### src/rtl/divider_iter_pkg.sv
// rtl/divider_iter_pkg.sv - shared multdiv constants and divider FSM encoding
//
// Purpose: constants shared by the iterative divider and its step datapath.
// Contents:
//   DIV_WIDTH   default operand width of the multdiv unit
//   DIV_MIN     most negative two's complement operand (1 followed by zeros)
//   div_state_e divider control states (IDLE, RUN)
package divider_iter_pkg;

    localparam int DIV_WIDTH = 32;

    localparam logic [DIV_WIDTH-1:0] DIV_MIN = {1'b1, {(DIV_WIDTH-1){1'b0}}};

    typedef enum logic {
        ST_IDLE = 1'b0,
        ST_RUN  = 1'b1
    } div_state_e;

endpackage

### src/rtl/div_step.sv
// rtl/div_step.sv - one combinational restoring shift-subtract iteration
//
// Purpose: shifts the next dividend bit into the partial remainder and tries to
// subtract the divisor magnitude; keeps the difference when it is non-negative.
// Ports:
//   rem_i   in  WIDTH+1  current partial remainder R
//   msb_i   in  1        dividend bit shifted in this step
//   bmag_i  in  WIDTH    divisor magnitude |B|
//   rem_o   out WIDTH+1  next partial remainder
//   qbit_o  out 1        quotient bit produced by this step
module div_step #(
    parameter int WIDTH = 32
) (
    input  logic [WIDTH:0]   rem_i,
    input  logic             msb_i,
    input  logic [WIDTH-1:0] bmag_i,
    output logic [WIDTH:0]   rem_o,
    output logic             qbit_o
);

    localparam int N  = WIDTH + 1;
    localparam int NG = (N + 3) / 4;

    logic [N-1:0] r_shift;
    logic [N-1:0] b_inv;
    logic [N-1:0] g;
    logic [N-1:0] p;
    logic [N-1:0] c;
    logic [N-1:0] diff;

    // R is shifted left, so its top bit never reaches the next remainder.
    logic unused_rem_msb;
    assign unused_rem_msb = rem_i[WIDTH];

    assign r_shift = {rem_i[WIDTH-1:0], msb_i};
    assign b_inv   = ~{1'b0, bmag_i};
    assign g       = r_shift & b_inv;
    assign p       = r_shift ^ b_inv;

    // Subtractor R' + ~|B| + 1 as 4-bit carry-lookahead groups. Inside a group
    // every carry is formed directly from g/p and the group carry-in; the
    // group generate/propagate pair then produces the next group's carry-in.
    always_comb begin
        logic cg;
        logic acc;
        logic run_p;
        c  = '0;
        cg = 1'b1;
        for (int k = 0; k < NG; k++) begin
            for (int j = 4 * k; j < 4 * k + 4 && j < N; j++) begin
                acc   = 1'b0;
                run_p = 1'b1;
                for (int m = j - 1; m >= 4 * k; m--) begin
                    acc   = acc | (run_p & g[m]);
                    run_p = run_p & p[m];
                end
                c[j] = acc | (run_p & cg);
            end
            acc   = 1'b0;
            run_p = 1'b1;
            for (int m = 4 * k + 3; m >= 4 * k; m--) begin
                if (m < N) begin
                    acc   = acc | (run_p & g[m]);
                    run_p = run_p & p[m];
                end
            end
            cg = acc | (run_p & cg);
        end
    end

    assign diff = p ^ c;

    // A clear sign bit means R' >= |B|: keep the difference, emit a 1.
    assign qbit_o = ~diff[N-1];
    assign rem_o  = qbit_o ? diff : r_shift;

endmodule

### src/rtl/divider_iter.sv
// rtl/divider_iter.sv - iterative signed restoring divider for the multdiv unit
//
// Purpose: divides two's complement operands one quotient bit per clock and
// returns the truncated quotient after a fixed WIDTH-cycle latency.
// Ports:
//   clock           in  1      rising-edge clock
//   reset           in  1      synchronous active-high reset
//   data_operandA   in  WIDTH  dividend, sampled when ctrl_DIV=1
//   data_operandB   in  WIDTH  divisor, sampled when ctrl_DIV=1
//   ctrl_DIV        in  1      start pulse; restarts a running operation
//   data_result     out WIDTH  quotient, held until the next completion
//   data_exception  out 1      divide-by-zero or MIN/-1 overflow
//   data_resultRDY  out 1      one-cycle completion pulse
module divider_iter
    import divider_iter_pkg::*;
#(
    parameter int WIDTH = DIV_WIDTH
) (
    input  logic             clock,
    input  logic             reset,
    input  logic [WIDTH-1:0] data_operandA,
    input  logic [WIDTH-1:0] data_operandB,
    input  logic             ctrl_DIV,
    output logic [WIDTH-1:0] data_result,
    output logic             data_exception,
    output logic             data_resultRDY
);

    localparam int CW = (WIDTH > 1) ? $clog2(WIDTH) : 1;
    localparam logic [CW-1:0]    LAST    = CW'(WIDTH - 1);
    localparam logic [WIDTH-1:0] MIN_VAL = {1'b1, {(WIDTH-1){1'b0}}};

    div_state_e       state_q;
    logic [CW-1:0]    cnt_q;
    logic [WIDTH-1:0] dq_q;      // dividend shifts out the top, quotient fills the bottom
    logic [WIDTH-1:0] bmag_q;
    logic [WIDTH:0]   rem_q;
    logic             neg_q;
    logic             exc_q;
    logic [WIDTH-1:0] result_q;
    logic             exception_q;
    logic             rdy_q;

    logic [WIDTH:0]   rem_d;
    logic             qbit;
    logic [WIDTH-1:0] dq_d;
    logic [WIDTH-1:0] a_mag;
    logic [WIDTH-1:0] b_mag;

    // Negation of MIN wraps to MIN, which read unsigned is exactly |MIN|.
    assign a_mag = data_operandA[WIDTH-1] ? -data_operandA : data_operandA;
    assign b_mag = data_operandB[WIDTH-1] ? -data_operandB : data_operandB;

    div_step #(
        .WIDTH (WIDTH)
    ) u_step (
        .rem_i  (rem_q),
        .msb_i  (dq_q[WIDTH-1]),
        .bmag_i (bmag_q),
        .rem_o  (rem_d),
        .qbit_o (qbit)
    );

    assign dq_d = {dq_q[WIDTH-2:0], qbit};

    always_ff @(posedge clock) begin
        if (reset) begin
            state_q     <= ST_IDLE;
            cnt_q       <= '0;
            dq_q        <= '0;
            bmag_q      <= '0;
            rem_q       <= '0;
            neg_q       <= 1'b0;
            exc_q       <= 1'b0;
            result_q    <= '0;
            exception_q <= 1'b0;
            rdy_q       <= 1'b0;
        end else begin
            rdy_q <= 1'b0;
            if (ctrl_DIV) begin
                // A start in RUN simply overwrites the running operation.
                state_q <= ST_RUN;
                cnt_q   <= '0;
                dq_q    <= a_mag;
                bmag_q  <= b_mag;
                rem_q   <= '0;
                neg_q   <= data_operandA[WIDTH-1] ^ data_operandB[WIDTH-1];
                exc_q   <= (data_operandB == '0) ||
                           ((data_operandA == MIN_VAL) && (data_operandB == '1));
            end else if (state_q == ST_RUN) begin
                rem_q <= rem_d;
                dq_q  <= dq_d;
                cnt_q <= cnt_q + CW'(1);
                if (cnt_q == LAST) begin
                    // The final quotient bit comes from this cycle's step.
                    state_q <= ST_IDLE;
                    rdy_q   <= 1'b1;
                    if (exc_q) begin
                        result_q    <= '0;
                        exception_q <= 1'b1;
                    end else begin
                        result_q    <= neg_q ? -dq_d : dq_d;
                        exception_q <= 1'b0;
                    end
                end
            end
        end
    end

    assign data_result    = result_q;
    assign data_exception = exception_q;
    assign data_resultRDY = rdy_q;

endmodule

### config.mk
export PLATFORM = sky130hd
export DESIGN_NAME = divider_iter
export DESIGN_NICKNAME = d
export VERILOG_FILES = /design/src/rtl/divider_iter_pkg.sv /design/src/rtl/div_step.sv /design/src/rtl/divider_iter.sv
export SDC_FILE = /design/constraint.sdc
export NUM_CORES = 1
export LEC_CHECK = 0
export ABC_AREA = 1
export BUFFER_PORTS_ARGS = -buffer_cell sky130_fd_sc_hd__buf_2
export CELL_PAD_IN_SITES_DETAIL_PLACEMENT = 0
export CELL_PAD_IN_SITES_GLOBAL_PLACEMENT = 1
export CORE_UTILIZATION = 42
export CTS_CLUSTER_DIAMETER = 40
export DETAILED_ROUTE_END_ITERATION = 6
export PLACE_DENSITY = 0.8
export SKIP_CTS_REPAIR_TIMING = 1
export SLEW_MARGIN = 20
export SYNTH_ARGS = -nofsm -noshare
export SYNTH_HDL_FRONTEND = slang
export SYNTH_HIERARCHICAL = 1
export SYNTH_SLANG_ARGS = --single-unit
### constraint.sdc
create_clock -name clock -period 4.2 [get_ports clock]
set_input_delay 0.63 -clock clock [delete_from_list [all_inputs] [get_ports clock]]
set_output_delay 0.63 -clock clock [all_outputs]
set_load 0.03 [all_outputs]
; After elaboration in Yosys (flattened, before gate mapping)
; Cells that the tools add are included.
[op_classes]
n_addsub = 4
n_eq_ne = 3
n_mux = 12
n_bitwise = 212
n_reduce_logical = 7
[ops]
columns = operator, n
row1 = 32-bit two-way mux, 7
row2 = 1-bit bitwise AND, 124
row3 = 32-bit negator, 3
row4 = 1-bit bitwise OR, 80
row5 = 33-bit bitwise XOR, 2
row6 = 32-bit == test (second input constant), 2
row7 = 32-bit inverter with 33-bit output, 1
row8 = 32-bit bitwise AND, 1
row9 = 32-bit logical NOT, 1
row10 = 5-bit by 1-bit adder with 5-bit output (second input constant), 1
row11 = 5-bit == test (second input constant), 1
row12 = 1-bit two-way mux, 5
row13 = 1-bit inverter, 3
row14 = 3-bit AND reduction, 1
row15 = 3-bit OR reduction, 1
row16 = 2-bit nonzero test, 1
row17 = 2-bit OR reduction, 1
row18 = 1-bit logical AND, 1
row19 = 1-bit logical OR, 1
row20 = 1-bit bitwise XOR, 1
[word_totals]
reg_bits = 138
in_bits = 67

; Depth between registers and ports, before layout
[depth]
depth_word = 26
depth_mapped = 33
depth_no_buf = 33

; Modules after synthesis
; Netlist, hierarchy kept.
[modules_own_cells]
columns = mod, instances, cells_per_inst, area_each_um2, seq_area_each_um2
row1 = divider_iter, 1, 1230, 7716.2, 2782.7
row2 = div_step, 1, 305, 1783.0, 0.0

; Worst setup path after synthesis
; No wires, ideal clock.
[synth_timing]
path_kind = register to register
from = reg dq_q[31]
to = reg rem_q[12]
setup_time_ns = 0.070
arrival_time_ns = 3.152
slack_ns = 0.978
stages_incl_launch_ff = 32
path_buffers = 3
period_less_slack_ns = 3.222
cell_sequence = dfxtp_1 inv_1 ha_1 inv_1 nand2_1 nand3_1 nand2_1 nand2_1 nand2_1 nand2_1 nand2_1 nand2_1 nand2_1 nand2_1 nand2_2 nand2_2 nand2_2 nand2_2 nand2_4 nand2_2 nand2_1 nand2_1 nand2_1 ha_1 buf_2 inv_1 clkbuf_1 clkbuf_1 nand2_1 o21ai_0 nand2_1 a21oi_1
[synth_via]
elab_chain_cells = 20
[synth_rtl]
columns = item, line
row1 = "start, declared", divider_iter.sv:35  ; logic [WIDTH-1:0] dq_q;
row2 = "start signal, assigned", divider_iter.sv:84  ; dq_q <= a_mag;
row3 = "start signal, assigned", divider_iter.sv:92  ; dq_q <= dq_d;
row4 = 32-bit bitwise AND, div_step.sv:37  ; assign g = r_shift & b_inv;
row5 = 1-bit bitwise AND, div_step.sv:63  ; acc = acc | (run_p & g[m]);
row6 = 1-bit bitwise OR, div_step.sv:63
row7 = 1-bit bitwise OR *, div_step.sv:67  ; cg = acc | (run_p & cg);
row8 = 1-bit bitwise AND *, div_step.sv:67
row9 = 1-bit bitwise OR *, div_step.sv:67
row10 = 1-bit bitwise AND *, div_step.sv:67
row11 = 1-bit bitwise OR *, div_step.sv:67
row12 = [... 5 more ...], n/a
row13 = 1-bit bitwise OR, div_step.sv:67
row14 = 1-bit bitwise AND, div_step.sv:67
row15 = 1-bit bitwise OR, div_step.sv:67
row16 = 1-bit bitwise AND, div_step.sv:67
row17 = 1-bit bitwise OR, div_step.sv:67
row18 = 33-bit bitwise XOR *, div_step.sv:71  ; assign diff = p ^ c;
row19 = 32-bit two-way mux *, div_step.sv:75  ; assign rem_o = qbit_o ? diff : r_shift;
row20 = named net rem_d[12], divider_iter.sv:44  ; logic [WIDTH:0] rem_d;
row21 = "end signal, assigned", divider_iter.sv:91  ; rem_q <= rem_d;
row22 = "end, declared", divider_iter.sv:37  ; logic [WIDTH:0] rem_q;
; The timed path passes the listed nets; every way through them passes the cells marked *.
; A chain may end at the register's enable or synchronous reset.

; Final worst setup path
[layout_timing]
from = reg dq_q[31]
to = reg result_q[28] (netlist: data_result[28])
[layout_via]
elab_chain_cells = 23
[layout_rtl]
columns = item, line
row1 = 32-bit bitwise AND, div_step.sv:37
row2 = 1-bit bitwise AND, div_step.sv:63
row3 = 1-bit bitwise OR, div_step.sv:63
row4 = 1-bit bitwise OR *, div_step.sv:67
row5 = 1-bit bitwise AND *, div_step.sv:67
row6 = 1-bit bitwise OR *, div_step.sv:67
row7 = 1-bit bitwise AND *, div_step.sv:67
row8 = 1-bit bitwise OR *, div_step.sv:67
row9 = [... 8 more ...], n/a
row10 = 1-bit bitwise AND *, div_step.sv:67
row11 = 1-bit bitwise OR *, div_step.sv:67
row12 = 33-bit bitwise XOR *, div_step.sv:71
row13 = 1-bit inverter *, div_step.sv:74  ; assign qbit_o = ~diff[N-1];
row14 = named net qbit, divider_iter.sv:45  ; logic qbit;
row15 = 32-bit negator *, divider_iter.sv:102  ; result_q <= neg_q ? -dq_d : dq_d;
row16 = 32-bit two-way mux *, divider_iter.sv:102
row17 = 32-bit two-way mux *, divider_iter.sv:98  ; if (exc_q) begin
row18 = "end signal, assigned", divider_iter.sv:102
row19 = "end, declared", divider_iter.sv:40  ; logic [WIDTH-1:0] result_q;
; Marks and branches as above.

==> reports/metrics.cfg <==
[clock_tree]
cts_buffers=17
cts_buffer_depth=2
insertion_delay_ns=0.42
cts-htree-levels=4
cts_sinks=138
path_clk_slew_ns=0.06
cts-root-buf=clkbuf_16
tritoncts=yes

[global_route]
grt_max_degree=57
grt_pass1_vias=8621
grt_overflow=0
grt.total_usage_pct=24.8
grt_pass1_wl_um=46300
antenna_found_initial=0

[finish]
nets=1717
final_util_pct=48.7
drive_gt1_share_pct=10.8
fin_cells=1896
area_growth_pct=13.0
final_area_mm2=0.0107
antenna_cells=0

[floorplanning]
ios=101
fp.dieW_um=152
die_area_mm2=0.0231
rows=54
core-area_mm2=0.0220
die_y_um=152
start_util_pct=43.1

[timing]
setup_tns_ns=0
hold_violations=0
maxSlewViolCount=0
clock_skew_ns=0.0134
rsz0062_at_grt=false
setup_viol_count_final=0
maxSlewHeadroom_pct=51.9
period_minus_slack_ns=3.68
hold_ws_ns=0.456
post-route-period-util_pct=87.6
setup_slack_ns=0.519
fmax_mhz=272
worst_slew_pin_slew_ns=0.721

[setup_path]
cpPeakStageDelay_ns=0.38
criticalPathCategory=reg2reg
crit_required_ns=4.55
path_common_cell=nand2_1
arrival_ns=4.03
cp_top_family=simple AND/OR/NAND/NOR gates
cp_num_buf_inv=3
start_kind=flip-flop
cp-end-kind=flip-flop
critPathMaxFanout=4
slowest_stage=dfxtp_1

[placed_design]
place_congestion=0.918
pre_cts_ws_ns=0.518
io_buffers=100
place_inst=1864
dp_hpwl_um=21300
postPlaceCellArea_mm2=0.0101

[synthesis]
synth_fp_nets=1645
ys_warn_count=6
synth.avg_cell_area_um2=6.18
syn_inst=1531
synth_area_mm2=0.00947

[pwr]
p_leak_nw=4.76
peakVddDrop_v=0.000214
p_total_mw=3.47
power_density_mw_per_mm2=324

[drt]
drc_errors=21
wl_per_cell_um=14.8
wl_um=28000
vias_per_cell=5.21
dr.pass1.iters=7
first_iter_violations=864
num_vias=9871
antenna_left=0

[status]
violations=design-rule violations
status=finished with violations

[worst_hold_path]
hp-class=reg2reg

[run]
cap_violations=0

-- cell usage in the layout (no fill, tap or decap), types with 3 or more instances in the layout --
master	count
inv_2	9
fa_1	7
nor2_4	4
ha_1	40
clkinv_4	4
nor2_1	128
buf_2	100
nor3_1	28
inv_6	3
nand2_1	446
o21ai_1	9
xor2_1	17
inv_1	179
a21oi_1	120
o22ai_1	27
clkbuf_16	17
nand3_1	142
dfxtp_1	138
nor2_2	4
o21ai_0	100
nand3b_1	7
a31oi_1	7
xnor2_1	4
buf_4	8
nand2_2	9
nand4_1	18
o31ai_1	4
or2_2	4
a32o_1	4
-- metal layers --
| layer | GRT usage [%] | part of all wire, % | vias up | routed length (µm) |
|---|---|---|---|---|
| li1 | - | - | 5152 | - |
| met1 | 41.7 | 56 | 4369 | 15600 |
| met2 | 31.6 | 37 | 338 | 10400 |
| met3 | 4.01 | 6.9 | 12 | 1940 |
| met4 | 4.47 | 0.55 | 0 | 153 |
| met5 | 0 | 0 | - | 0 |
-- layout make-up --
cell class / count / area (µm²)
Tap cell: 280 / 350
Clock inverter: 12 / 116
Timing Repair Buffer: 109 / 581
Multi-Input combinational cell: 1148 / 5730
Clock buffer: 20 / 447
Fill cell: 2375 / 11300
Sequential cell: 138 / 2760
Inverter: 189 / 709
-- sequential cells by signal, indices dropped and copies added (netlist names) --
signal / flops
bmag_q: 32
cnt_q: 5
data_exception: 1
data_result: 32
data_resultRDY: 1
dq_q: 32
exc_q: 1
neg_q: 1
rem_q: 32
state_q: 1
-- worst min-delay path: stages, from the launching register on --
cell and delay, ns:
dfxtp_1 0.31, nand2_1 0.06, nand2_1 0.04
-- where the power goes --
group,internal (mW),switching [mW]
sequential,1.36,0.0531
combinational,0.202,0.417
clock,0.837,0.599
total,2.40,1.07
-- final timing paths --
check | depth (start not counted) | start | slack (ns) | to
min | 2 | bmag_q[27] | 0.46 | bmag_q[27]
min reg2reg | 2 | bmag_q[27] | 0.46 | bmag_q[27]
max | 33 | dq_q[31] | 0.52 | data_result[28]
max reg2reg | 33 | dq_q[31] | 0.52 | data_result[28]
No activity file was read; power rests on OpenSTA's default activity.
